[config.mk]
export PLATFORM = sky130hd
export DESIGN_NAME = uart_rx_ext
export DESIGN_NICKNAME = d
export VERILOG_FILES = /design/src/rtl/uart_pkg.sv /design/src/rtl/uart_fifo.sv /design/src/rtl/uart_rx_ext.sv
export SDC_FILE = /design/constraint.sdc
export NUM_CORES = 1
export LEC_CHECK = 0
export ABC_AREA = 1
export BUFFER_PORTS_ARGS = -buffer_cell sky130_fd_sc_hd__buf_4
export CORE_MARGIN = 4
export CORE_UTILIZATION = 40
export DETAILED_ROUTE_END_ITERATION = 10
export GPL_TIMING_DRIVEN = 0
export PLACE_DENSITY_LB_ADDON = 0.15
export SLEW_MARGIN = 40
export SYNTH_ARGS = -nofsm -noshare
export SYNTH_HDL_FRONTEND = slang
export SYNTH_SLANG_ARGS = --single-unit
export TNS_END_PERCENT = 20
[constraint.sdc]
create_clock -name clk_i -period 3.3 [get_ports clk_i]
set_input_delay 0.33 -clock clk_i [delete_from_list [all_inputs] [get_ports clk_i]]
set_output_delay 0.33 -clock clk_i [all_outputs]
set_load 0.005 [all_outputs]
[src/rtl/uart_pkg.sv]
// UART receiver shared definitions.
// FSM encoding, oversampling and sample-point constants.
package uart_pkg;

    typedef enum logic [2:0] {
        ST_IDLE,
        ST_START,
        ST_DATA,
        ST_PARITY,
        ST_STOP
    } rx_state_e;

    localparam int OVERSAMPLE = 16;

    localparam logic [3:0] SMP_A   = 4'd7;
    localparam logic [3:0] SMP_B   = 4'd8;
    localparam logic [3:0] SMP_C   = 4'd9;
    localparam logic [3:0] CNT_MAX = 4'(OVERSAMPLE - 1);

    function automatic logic maj3(input logic a, input logic b, input logic c);
        return (a & b) | (a & c) | (b & c);
    endfunction

endpackage

[src/rtl/uart_fifo.sv]
// Synchronous first-word fall-through FIFO for received words.
// Extra pointer bit separates full from empty.
module uart_fifo #(
    parameter int WIDTH = 10,
    parameter int DEPTH = 4
) (
    input  logic             clk_i,
    input  logic             rst_n_i,
    input  logic             push_i,
    input  logic [WIDTH-1:0] data_i,
    input  logic             pop_i,
    output logic [WIDTH-1:0] data_o,
    output logic             valid_o,
    output logic             full_o
);

    localparam int AW = $clog2(DEPTH);

    logic [WIDTH-1:0] mem [DEPTH];
    logic [AW:0]      wptr_q;
    logic [AW:0]      rptr_q;
    logic             empty;
    logic             do_pop;
    logic             do_push;

    assign empty   = (wptr_q == rptr_q);
    assign full_o  = (wptr_q[AW] != rptr_q[AW]) &&
                     (wptr_q[AW-1:0] == rptr_q[AW-1:0]);
    assign do_pop  = pop_i & ~empty;
    assign do_push = push_i & (~full_o | do_pop);
    assign valid_o = ~empty;
    assign data_o  = empty ? '0 : mem[rptr_q[AW-1:0]];

    // Pointer update; pop is applied before push so a full FIFO can take a word.
    always_ff @(posedge clk_i or negedge rst_n_i) begin
        if (!rst_n_i) begin
            wptr_q <= '0;
            rptr_q <= '0;
        end else begin
            if (do_push) wptr_q <= wptr_q + 1'b1;
            if (do_pop)  rptr_q <= rptr_q + 1'b1;
        end
    end

    // Storage write; contents need no reset since empty masks the output.
    always_ff @(posedge clk_i) begin
        if (do_push) mem[wptr_q[AW-1:0]] <= data_i;
    end

endmodule

[src/rtl/uart_rx_ext.sv]
// 16x oversampling UART receiver with majority voting,
// optional parity, 1/2 stop bits and an output FIFO.
module uart_rx_ext
    import uart_pkg::*;
#(
    parameter int DATA_BITS  = 8,
    parameter int PARITY_EN  = 0,
    parameter int PARITY_ODD = 0,
    parameter int STOP_BITS  = 1,
    parameter int FIFO_DEPTH = 4
) (
    input  logic                 clk_i,
    input  logic                 rst_n_i,
    input  logic                 brg_stb_i,
    input  logic                 din_i,
    input  logic                 rd_i,
    input  logic                 clr_ovr_i,
    output logic [DATA_BITS-1:0] dout_o,
    output logic                 valid_o,
    output logic                 frame_err_o,
    output logic                 parity_err_o,
    output logic                 overrun_o,
    output logic                 done_stb_o
);

    localparam int BCW = $clog2(DATA_BITS + 1);
    localparam int WW  = DATA_BITS + 2;

    localparam logic [BCW-1:0] BIT_LAST  = BCW'(DATA_BITS);
    localparam logic           STOP_LAST = 1'(STOP_BITS - 1);
    localparam logic           ODD       = 1'(PARITY_ODD);
    localparam logic           HAS_PAR   = (PARITY_EN != 0);

    logic [1:0]           sync_q;
    logic                 rx;

    rx_state_e            state_q, state_n;
    logic [3:0]           cnt_q, cnt_n;
    logic [BCW-1:0]       bit_cnt_q, bit_cnt_n;
    logic [DATA_BITS-1:0] shreg_q, shreg_n;
    logic                 s7_q, s7_n;
    logic                 s8_q, s8_n;
    logic                 fe_q, fe_n;
    logic                 par_q, par_n;
    logic                 armed_q, armed_n;
    logic                 stop_cnt_q, stop_cnt_n;

    logic                 bit_val;
    logic                 dec;
    logic                 wrap;
    logic                 push;
    logic                 push_fe;
    logic                 push_pe;
    logic [WW-1:0]        push_word;
    logic [WW-1:0]        head;
    logic                 full;
    logic                 pop_ok;
    logic                 push_ok;
    logic                 ovr_q;
    logic                 done_q;

    assign rx      = sync_q[1];
    assign bit_val = maj3(s7_q, s8_q, rx);
    assign dec     = brg_stb_i && (cnt_q == SMP_C);
    assign wrap    = brg_stb_i && (cnt_q == CNT_MAX);
    assign push_fe = fe_q | ~bit_val;
    assign push_pe = HAS_PAR && ((^shreg_q ^ par_q) != ODD);

    // Two-flop synchroniser; idles high so reset does not fake a start edge.
    always_ff @(posedge clk_i or negedge rst_n_i) begin
        if (!rst_n_i) sync_q <= 2'b11;
        else          sync_q <= {sync_q[0], din_i};
    end

    // Receiver FSM and datapath registers.
    always_ff @(posedge clk_i or negedge rst_n_i) begin
        if (!rst_n_i) begin
            state_q    <= ST_IDLE;
            cnt_q      <= '0;
            bit_cnt_q  <= '0;
            shreg_q    <= '0;
            s7_q       <= 1'b1;
            s8_q       <= 1'b1;
            fe_q       <= 1'b0;
            par_q      <= 1'b0;
            armed_q    <= 1'b0;
            stop_cnt_q <= 1'b0;
        end else begin
            state_q    <= state_n;
            cnt_q      <= cnt_n;
            bit_cnt_q  <= bit_cnt_n;
            shreg_q    <= shreg_n;
            s7_q       <= s7_n;
            s8_q       <= s8_n;
            fe_q       <= fe_n;
            par_q      <= par_n;
            armed_q    <= armed_n;
            stop_cnt_q <= stop_cnt_n;
        end
    end

    // Next-state logic: bit timing, majority sampling and word assembly.
    always_comb begin
        state_n    = state_q;
        cnt_n      = cnt_q;
        bit_cnt_n  = bit_cnt_q;
        shreg_n    = shreg_q;
        s7_n       = s7_q;
        s8_n       = s8_q;
        fe_n       = fe_q;
        par_n      = par_q;
        armed_n    = armed_q;
        stop_cnt_n = stop_cnt_q;
        push       = 1'b0;

        if (brg_stb_i) begin
            cnt_n = cnt_q + 4'd1;
            if (cnt_q == SMP_A) s7_n = rx;
            if (cnt_q == SMP_B) s8_n = rx;
        end

        unique case (state_q)
            ST_IDLE: begin
                cnt_n = '0;
                if (rx) begin
                    armed_n = 1'b1;
                end else if (armed_q) begin
                    armed_n = 1'b0;
                    state_n = ST_START;
                end
            end
            ST_START: begin
                fe_n = 1'b0;
                if (brg_stb_i && cnt_q == SMP_A && rx) begin
                    state_n = ST_IDLE;
                    cnt_n   = '0;
                end else if (wrap) begin
                    state_n   = ST_DATA;
                    bit_cnt_n = '0;
                end
            end
            ST_DATA: begin
                if (dec) begin
                    shreg_n   = {bit_val, shreg_q[DATA_BITS-1:1]};
                    bit_cnt_n = bit_cnt_q + 1'b1;
                end
                if (wrap && bit_cnt_q == BIT_LAST) begin
                    state_n    = HAS_PAR ? ST_PARITY : ST_STOP;
                    stop_cnt_n = 1'b0;
                end
            end
            ST_PARITY: begin
                if (dec)  par_n   = bit_val;
                if (wrap) state_n = ST_STOP;
            end
            ST_STOP: begin
                if (dec) begin
                    if (!bit_val) fe_n = 1'b1;
                    if (stop_cnt_q == STOP_LAST) begin
                        push    = 1'b1;
                        state_n = ST_IDLE;
                        cnt_n   = '0;
                    end else begin
                        stop_cnt_n = 1'b1;
                    end
                end
            end
            default: begin
                state_n = ST_IDLE;
                cnt_n   = '0;
            end
        endcase
    end

    assign push_word = {shreg_q, push_fe, push_pe};
    assign pop_ok    = rd_i & valid_o;
    assign push_ok   = push & (~full | pop_ok);

    uart_fifo #(
        .WIDTH (WW),
        .DEPTH (FIFO_DEPTH)
    ) u_fifo (
        .clk_i   (clk_i),
        .rst_n_i (rst_n_i),
        .push_i  (push),
        .data_i  (push_word),
        .pop_i   (rd_i),
        .data_o  (head),
        .valid_o (valid_o),
        .full_o  (full)
    );

    // Sticky overrun and push-done pulse; a new overrun beats a clear.
    always_ff @(posedge clk_i or negedge rst_n_i) begin
        if (!rst_n_i) begin
            ovr_q  <= 1'b0;
            done_q <= 1'b0;
        end else begin
            done_q <= push_ok;
            if (push && !push_ok) ovr_q <= 1'b1;
            else if (clr_ovr_i)   ovr_q <= 1'b0;
        end
    end

    assign dout_o       = head[WW-1:2];
    assign frame_err_o  = head[1];
    assign parity_err_o = head[0];
    assign overrun_o    = ovr_q;
    assign done_stb_o   = done_q;

endmodule
==> impl_metrics.env, run 1 <==
export IMPL_ant_nets=0
export IMPL_grt_setup_unrepaired="no"
export IMPL_finalCritPeriodShare_pct=70.82
export IMPL_htreeDepth=3
export IMPL_start_kind="flop"
export IMPL_status="finished clean"
export IMPL_period_needed_ns=2.337
export IMPL_r2r_end="u_fifo.mem[2][8]"
export IMPL_ys_seq_elements=69
export IMPL_avgRoutedWirePerCell_microns=12.83
export IMPL_core_area_sq_mm=0.007687
export IMPL_holdCritPathClass="input port to flop"
export IMPL_clk_pin_slew_ns=0.07
export IMPL_grt_pass1_vias=2053
export IMPL_globalRouteOverflowTotal=0
export IMPL_worstSkewPairLatency_ns=0.33
export IMPL_max_freq_mhz=427.9
export IMPL_multiInputGateArea_sq_mm=0.001030
export IMPL_arrival_ns=2.01
export IMPL_seqCellArea_sq_mm=0.001912
export IMPL_worstHoldStart="din_i"
export IMPL_wl_microns=5903
export IMPL_endpoint_kind="output port"
export IMPL_cts_tree="yes"
export IMPL_place_ws_ns=1.110
export IMPL_initial_core_util_pct=41.08
export IMPL_layout_nets=369
export IMPL_drv_slew=0
export IMPL_dr_first_iter_drc_count=101
export IMPL_hpwl_microns=3930
export IMPL_path_max_fanout=10
export IMPL_fillers=753
export IMPL_netlist_area_sq_mm=0.003158
export IMPL_post_cts_setup_buffers=0
export IMPL_grt_max_degree=34
export IMPL_final_cell_mix="nand2_1 (66), inv_1 (44), o21ai_0 (39)"
export IMPL_antenna_cells=0
export IMPL_drc=0
export IMPL_ys_seq_area_share_pct=60.54
export IMPL_grt_pass1_wl_microns=9984
export IMPL_rows=32
export IMPL_layout_commonest_cell="nand2_1"
export IMPL_syn_area_per_cell_sq_um=9.747
export IMPL_path_class="flop to output port"
export IMPL_setup_ws_ns=0.9630
export IMPL_clock_sinks=69
export IMPL_worst_ep_required_time_ns=2.97
export IMPL_cts_root_buf="clkbuf_8"
export IMPL_maxCapViolations=0
export IMPL_synth_cells=324
export IMPL_first_pass_iters=4
export IMPL_vias=2164
export IMPL_max_vdd_ir_drop_uv=379.6
export IMPL_setup_viol=0
export IMPL_antenna_found_initial=0
export IMPL_relSlewSlack_pct=60.93
export IMPL_finalSetupTns_ns=0
export IMPL_syn2layout_area_growth_pct=17.27
export IMPL_hold_end="sync_q[0]"
export IMPL_worst_clock_skew_ns=0.006194
export IMPL_powerDensity_mw_per_mm2=778.0
export IMPL_tightestPinTransition_ns=0.5855
export IMPL_pin_count=19
export IMPL_worstRegToRegCells=6
export IMPL_gp_congestion=0.7524
export IMPL_grt_use_total_pct=13.47
export IMPL_drive_above_1_share_pct=16.20
export IMPL_p_leak_nw=1.628
export IMPL_r2r_start="cnt_q[1]"
export IMPL_port_buffers=17
export IMPL_r2r_slack_ns=1.16
export IMPL_min_path_cells=1
export IMPL_viasPerCell=4.704
export IMPL_die_y_microns=96.86
export IMPL_die_area_sq_mm=0.009381
export IMPL_fp_dieW_microns=96.86
export IMPL_yosysUniqueCellTypes=29
export IMPL_cts_made_buffers=9
export IMPL_syn_nets=340
export IMPL_finalHoldViolCount=0
export IMPL_cts_buffer_depth=2
export IMPL_yosysWarnings=0
worst max-delay path, stage by stage, from the launching register on:
cell      delay [ns]
dfrtp_1         0.42
inv_1           0.09
clkbuf_1        0.40
buf_4           0.29
nor2_1          0.06
o21ai_0         0.17
nand2_1         0.09
inv_1           0.06
buf_4           0.10
metal layers:
metal  track usage [%]  up-vias  routed length (microns)
li1                  -     1096                        -
met1             17.42     1022                     2751
met5                 0        -                        0
met4             6.587        0                      127
met3             2.379       13                      165
met2             21.82       33                     2857
final cells by class:
type | instances | share of cell area [%]
multi-input combinational | 201 | 27.80
inverter | 45 | 4.561
buffer | 9 | 1.554
timing repair buffer | 18 | 3.716
sequential | 69 | 51.62
tap | 102 | 3.446
clock inverter | 7 | 3.953
clock buffer | 9 | 3.345
state kept, by name (all words and copies together), names as in the netlist:
| signal | cells |
|---|---|
| s7_q | 1 |
| u_fifo.wptr_q | 3 |
| sync_q | 2 |
| s8_q | 1 |
| armed_q | 1 |
| cnt_q | 4 |
| u_fifo.mem | 36 |
| fe_q | 1 |
| shreg_q | 8 |
| bit_cnt_q | 4 |
| done_stb_o | 1 |
| state_q | 3 |
| u_fifo.rptr_q | 3 |
| overrun_o | 1 |
metrics by stage:
step	area (sq um)	util, %	instances	hold WS (ns)	power, mW
floorplan	3158	-	324	0.03441	1.645
global placement	3413	44.40	443	0.3060	1.993
detailed placement	3423	44.53	443	0.3068	2.011
CTS	3704	48.18	460	0.08008	2.925
global route	3704	48.18	460	0.07571	3.093
finish	3704	48.18	460	0.09676	2.881
power by group:
part           leakage, nW  switching, mW  internal (mW)
Combinational        0.827          0.569          0.372
Sequential           0.667         0.0557          0.982
Clock                0.134          0.319          0.583
Total                 1.63          0.944           1.94
cell usage after synthesis:
master    instances  area share (%)
buf_2             1            0.16
maj3_1            1            0.32
nor2_2            1            0.20
inv_2             1            0.12
a21oi_2           1            0.28
o22ai_1           2            0.40
buf_6             1            0.36
nand2_2           4            0.79
dfrtp_1          29              23
nor2_1           42             5.0
edfxtp_1         36              34
nor2_4            1            0.36
o21ai_2           1            0.28
buf_1             1            0.12
nor3_4            1            0.52
inv_1            44             5.2
nand2_1          66             7.8
nand2_4           1            0.36
nand3_1          18             2.9
nand4_1           3            0.59
dfstp_2           4             3.3
clkbuf_1          2            0.24
ha_1             10             4.0
buf_4             4            0.95
xnor2_1           2            0.55
xor2_1            5             1.4
o21ai_0          39             6.2
nor3_1            2            0.32
conb_1            1            0.12
cell families (layout without fill, tap and decap cells):
logic type / after synthesis / after routing / share of synthesized area (%)
AOI/OAI and AO/OA: 43 / 43 / 7.132
xor gates and xnor gates: 7 / 7 / 1.941
buffers and inverters: 54 / 88 / 7.171
adders and majority gates: 11 / 11 / 4.279
DFF: 69 / 69 / 60.54
and+or+nand+nor: 139 / 139 / 18.82
other: 1 / 1 / 0.1187
worst max-delay path by stage:
stage	slack, ns	cells after the start	from	to
finish	0.96	8	u_fifo.rptr_q[0]	dout_o[2]
global placement	0.89	6	cnt_q[1]	u_fifo.mem[3][4]
CTS	0.93	8	u_fifo.rptr_q[0]	dout_o[2]
detailed placement	1.11	6	cnt_q[1]	u_fifo.mem[3][4]
global route	0.75	8	u_fifo.rptr_q[0]	dout_o[6]
floorplan	1.40	6	cnt_q[1]	u_fifo.mem[0][0]
repair_timing:
item | in CTS | in global routing
hold buffers | 1 | 0
resized for setup | 0 | 0
hold endpoints to repair | 29 | 0
Note: power is estimated with default switching activity, not from simulation.
==> inputs of run 2 (changes only) <==
clock period = 1.9 ns   (was 3.3 ns; I/O delays follow)
==> run 2 against run 1 <==
Critical path depth increased by 1. Clock power grew 75%. First-iteration DRC count fell by 7.9%. Clock skew up 0.00094 ns. Sequential share of layout area fell by 2.8 points. Final area is 6.0% higher. Critical path type unchanged. Cell count is 2.6% higher. Non-clock buffer count increased by 12. Die area stayed put. Clock-buffer cell count unchanged.
==> impl_metrics.env, run 2 (synthesized netlist as in run 1, its figures left out) <==
export IMPL_r2r_end="u_fifo.mem[2][8]"
export IMPL_vias=2204
export IMPL_grt_max_degree=34
export IMPL_arrival_ns=1.61
export IMPL_endpoint="dout_o[7]"
export IMPL_drv_slew=0
export IMPL_powerDensity_mw_per_mm2=1331
export IMPL_finalCritPeriodShare_pct=94.60
export IMPL_path_max_fanout=9
export IMPL_layout_commonest_cell="nand2_1"
export IMPL_r2r_start="cnt_q[1]"
export IMPL_path_buf_inv=4
export IMPL_power_switching_share_pct=32.78
export IMPL_grt_pass1_vias=2125
export IMPL_p_int_mw=3.511
export IMPL_r2r_slack_ns=0.10
export IMPL_stdcell_count=472
export IMPL_start_kind="flop"
export IMPL_critPathSlowestCell="dfrtp_2"
export IMPL_p_seq_share_pct=34.7
export IMPL_final_util_pct=51.06
export IMPL_max_freq_mhz=556.4
export IMPL_worstSkewPairLatency_ns=0.34
export IMPL_globalRouteOverflowTotal=0
export IMPL_power_frac_comb_pct=35.0
export IMPL_cp_startpoint="u_fifo.rptr_q[0]"
export IMPL_worst_clock_skew_ns=0.007136
export IMPL_setup_viol=0
export IMPL_port_buffers=17
export IMPL_worst_ep_required_time_ns=1.71
export IMPL_clk_pin_slew_ns=0.08
export IMPL_antenna_cells=0
export IMPL_critical_path_depth=9
export IMPL_drc=0
export IMPL_cts_made_buffers=9
export IMPL_setup_ws_ns=0.1026
export IMPL_antenna_found_initial=0
export IMPL_cts_tree="yes"
export IMPL_hpwl_microns=3930
export IMPL_path_class="flop to output port"
export IMPL_syn2layout_area_growth_pct=24.29
export IMPL_dpl_cell_count=443
export IMPL_die_area_sq_mm=0.009381
export IMPL_die_y_microns=96.86
export IMPL_cpPeakStageDelay_ns=0.45
export IMPL_maxCapViolations=0
export IMPL_fillers=732
export IMPL_core_area_sq_mm=0.007687
export IMPL_final_hold_worst_slack_ns=0.03337
export IMPL_fp_dieW_microns=96.86
export IMPL_power_share_clock_pct=30.2
export IMPL_initial_core_util_pct=41.08
export IMPL_grt_pass1_wl_microns=10310
export IMPL_place_ws_ns=-0.2895
export IMPL_gp_congestion=0.7524
export IMPL_viasPerCell=4.669
export IMPL_dr_first_iter_drc_count=93
export IMPL_netSwitchingPower_mw=1.712
export IMPL_p_leak_nw=1.719
export IMPL_pin_count=19
export IMPL_period_needed_ns=1.797
export IMPL_rows=32
export IMPL_wl_microns=6148
export IMPL_holdCritPathClass="input port to flop"
export IMPL_htreeDepth=3
export IMPL_critical_path_cell_chain="buf_6, buf_6, nor2_1, nor2_1, o21ai_1, o21ai_1, nand2_1, inv_1, buf_4"
export IMPL_finalHoldViolCount=0
export IMPL_endpoint_kind="output port"
export IMPL_crit_family="flip-flops"
export IMPL_largest_reg_flops=36
export IMPL_first_pass_iters=4
export IMPL_final_cell_mix="nand2_1 (65), inv_1 (42), nor2_1 (36), edfxtp_1 (36), o21ai_0 (31)"
export IMPL_ant_nets=0
export IMPL_clock_sinks=69
export IMPL_cts_buffer_depth=2
export IMPL_status="finished clean"
export IMPL_layout_nets=381
export IMPL_cts_root_buf="clkbuf_8"
export IMPL_grt_use_total_pct=13.87
export IMPL_worstRegToRegCells=7
export IMPL_drive_above_1_share_pct=21.62
export IMPL_max_vdd_ir_drop_uv=663.9
export IMPL_avgRoutedWirePerCell_microns=13.03
export IMPL_power_mw=5.223
-- run 2: cell types whose count changed in the layout (fill, tap and decap cells not counted), sizes merged --
cell | previous run | this run
dlygate4sd3 | 1 | 2
clkbuf | 11 | 10
buf | 24 | 36
-- run 2: repair_timing --
action                                  in CTS  in global routing
pin swaps                                    5                  3
hold endpoints to repair                    30                  0
buffers inserted                             8                  4
hold buffers                                 2                  0
endpoints found under the setup margin      46                 21
gates resized for setup                     14                 19
-- run 2: cell type report --
cell class	instances	area, sq um	share of cell area [%]
flip-flops and latches	69	1916	48.80
multi-input cells	201	1067	27.19
repair buffers	31	291.5	7.427
inverters	45	168.9	4.303
clock inverters	7	146.4	3.730
well taps	102	127.6	3.252
clock buffers	9	123.9	3.156
plain buffers	8	83.83	2.136
-- run 2: worst min-delay path by stage --
stage	to	slack [ns]	start	cells after the start
4_1_cts	overrun_o	0.02	clr_ovr_i	2
6_report	overrun_o	0.03	clr_ovr_i	2
3_3_place_gp	cnt_q[1]	0.17	rst_n_i	1
2_1_floorplan	armed_q	-0.11	rst_n_i	0
3_5_place_dp	cnt_q[1]	0.17	rst_n_i	1
5_1_grt	overrun_o	0.05	clr_ovr_i	2
-- run 2: per-layer routing --
metal  vias to the layer above  part of all wire (%)  global-route usage, %  routed length, microns
li1                       1122                     -                      -                       -
met1                      1030                    45                  17.70                    2787
met2                        39                    49                  22.82                    2988
met3                        13                   3.7                  2.451                     227
met4                         0                   2.4                  6.587                     145
met5                         -                     0                      0                       0
-- run 2: metrics by stage --
stage	TNS, ns	instance area [sq um]
after global routing	-0.01082	3925
after detailed placement	-8.958	3423
after global placement	-17.26	3413
final	0	3925
after floorplan	-0.01330	3158
after CTS	0	3869
-- run 2: power groups by stage --
stage	registers (mW)	logic [mW]	clock network (mW)
floorplan	1.81	1.05	0
global placement	1.83	1.63	0
CTS	1.81	1.73	1.61
detailed placement	1.84	1.66	0
finish	1.81	1.83	1.58
global route	1.83	2.07	1.69
==> inputs of run 3 (changes only) <==
CORE_UTILIZATION = 54   (was 40)
==> run 3 against run 2 <==
Non-clock buffer count up 2. Routed wire length down 7.0%. Die area down 24%. Utilization up 17 points. Final area down 3.3%. Clock power down 30%. Global-route usage up 3.7 points. Sequential power about the same. Sequential cell count unchanged. Sequential share of layout area up 1.6 points. Combinational power down 2%. Worst hold slack better by 0.010 ns.
==> impl_metrics.env, run 3 (synthesized netlist as in run 1, its figures left out) <==
export IMPL_initial_core_util_pct=56.66
export IMPL_clk_pin_slew_ns=0.07
export IMPL_die_y_microns=84.48
export IMPL_vias=2175
export IMPL_path_buf_inv=4
export IMPL_wl_met1_microns=2522
export IMPL_ant_nets=0
export IMPL_hold_end="overrun_o"
export IMPL_htreeDepth=3
export IMPL_drive_above_1_share_pct=20.97
export IMPL_cts_made_buffers=9
export IMPL_p_int_mw=3.081
export IMPL_path_max_fanout=10
export IMPL_largest_reg_flops=36
export IMPL_max_freq_mhz=545.8
export IMPL_cpPeakStageDelay_ns=0.44
export IMPL_drv_slew=0
export IMPL_r2r_start="cnt_q[1]"
export IMPL_wl_microns=5715
export IMPL_antenna_found_initial=0
export IMPL_critPathSlowestCell="dfrtp_2"
export IMPL_gp_congestion=0.7973
export IMPL_syn2layout_area_growth_pct=20.17
export IMPL_max_vdd_ir_drop_uv=838.4
export IMPL_globalRouteOverflowTotal=0
export IMPL_worst_clock_skew_ns=0.008323
export IMPL_hpwl_microns=3760
export IMPL_cts_root_buf="clkbuf_8"
export IMPL_worstSkewPairLatency_ns=0.34
export IMPL_power_switching_share_pct=34.53
export IMPL_top_layer="met4"
export IMPL_r2r_end="u_fifo.mem[3][1]"
export IMPL_wl_met3_microns=225
export IMPL_p_seq_share_pct=38.4
export IMPL_clock_sinks=69
export IMPL_powerDensity_mw_per_mm2=1240
export IMPL_dr_first_iter_drc_count=114
export IMPL_cts_buffer_depth=2
export IMPL_grt_setup_unrepaired="yes"
export IMPL_grt_use_total_pct=17.58
export IMPL_grt_pass1_wl_microns=9618
export IMPL_antenna_cells=0
export IMPL_avgRoutedWirePerCell_microns=12.87
export IMPL_worstHoldStart="clr_ovr_i"
export IMPL_port_buffers=17
export IMPL_finalCritPeriodShare_pct=96.44
export IMPL_worst_ep_required_time_ns=1.71
export IMPL_min_path_cells=2
export IMPL_final_area_sq_mm=0.003795
export IMPL_cts_tree="yes"
export IMPL_core_area_sq_mm=0.005574
export IMPL_endpoint_kind="output port"
export IMPL_worstRegToRegCells=7
export IMPL_path_class="flop to output port"
export IMPL_holdCritPathClass="input port to flop"
export IMPL_p_leak_nw=1.677
export IMPL_rows=27
export IMPL_first_pass_iters=4
export IMPL_grt_pass1_vias=2038
export IMPL_stdcell_count=444
export IMPL_layout_commonest_cell="nand2_1"
export IMPL_period_needed_ns=1.832
export IMPL_critical_path_cell_chain="inv_2, nand2_1, a21oi_2, nand2_2, buf_6, nand2_1, inv_1, buf_4"
export IMPL_finalHoldViolCount=0
export IMPL_die_area_sq_mm=0.007136
export IMPL_setup_viol=0
export IMPL_status="finished clean"
export IMPL_grt_max_degree=34
export IMPL_r2r_slack_ns=0.09
export IMPL_placed_area_sq_mm=0.003383
export IMPL_netSwitchingPower_mw=1.625
export IMPL_power_frac_comb_pct=38.1
export IMPL_timing_critical_path_mode_cell="nand2_1"
export IMPL_pin_count=19
export IMPL_power_share_clock_pct=23.5
export IMPL_maxCapViolations=0
export IMPL_drc=0
export IMPL_fp_dieW_microns=84.48
export IMPL_layout_nets=383
export IMPL_dpl_cell_count=413
export IMPL_crit_family="flip-flops"
export IMPL_fillers=413
export IMPL_arrival_ns=1.64
export IMPL_wl_met2_microns=2844
export IMPL_final_cell_mix="nand2_1 (65), inv_1 (42), edfxtp_1 (36)"
export IMPL_viasPerCell=4.899
export IMPL_start_kind="flop"
-- run 3: worst register-to-register path, cell delays in order (launching register included) --
cell	delay, ns
dfrtp_1	0.39
inv_2	0.09
ha_1	0.14
nand2_1	0.13
nor3_4	0.31
nand2_4	0.16
nor2_4	0.15
buf_4	0.16
-- run 3: layer usage --
metal | vias up | GRT usage, %
li1 | 1130 | -
met1 | 994 | 22.13
met2 | 38 | 28.84
met3 | 13 | 4.122
met4 | 0 | 8.201
met5 | - | 0
-- run 3: through the flow --
step	setup slack [ns]	utilization [%]	power, mW	setup TNS [ns]	hold slack, ns
3_5_place_dp	-0.3995	60.70	3.472	-8.588	0.1570
5_1_grt	-0.1025	68.08	5.108	-0.7195	0.02385
2_1_floorplan	-0.0003794	-	2.857	-0.01330	-0.1056
3_3_place_gp	-0.4212	60.56	3.429	-14.40	0.1560
4_1_cts	0.009983	66.64	4.600	0	0.02407
6_report	0.06770	68.08	4.706	0	0.04342
-- run 3: how the worst max path moves through the flow --
stage                      from                to  slack (ns)  cells past startpoint
5_1_grt        u_fifo.wptr_q[0]         dout_o[6]       -0.10                      8
6_report       u_fifo.wptr_q[0]         dout_o[6]        0.07                      8
4_1_cts        u_fifo.wptr_q[1]         dout_o[6]        0.01                      7
2_1_floorplan          cnt_q[1]  u_fifo.mem[0][0]     -0.0004                      6
3_5_place_dp           cnt_q[1]  u_fifo.mem[2][6]       -0.40                      6
3_3_place_gp           cnt_q[1]  u_fifo.mem[1][6]       -0.42                      6
-- run 3: timing repair --
item | CTS | global route
endpoints found under the hold margin | 30 | 0
hold buffers | 2 | 0
endpoints found under the setup margin | 46 | 46
resized for setup | 12 | 19
setup buffers | 7 | 8
pin swaps | 4 | 3
-- run 3: power by group through the flow --
stage / logic [mW] / clock network (mW) / registers (mW)
floorplan: 1.05 / 0 / 1.81
global placement: 1.60 / 0 / 1.83
detailed placement: 1.64 / 0 / 1.83
CTS: 1.66 / 1.13 / 1.80
global route: 2.06 / 1.23 / 1.82
finish: 1.79 / 1.11 / 1.81
-- run 3: final cells by class --
class,count,area (sq um),area share [%]
timing repair buffer,34,314.1,8.276
sequential,69,1914,50.45
inverter,45,168.9,4.451
buffer,7,61.31,1.616
clock inverter,6,53.80,1.418
tap,72,90.09,2.374
multi-input combinational,201,1065,28.06
clock buffer,10,127.6,3.363
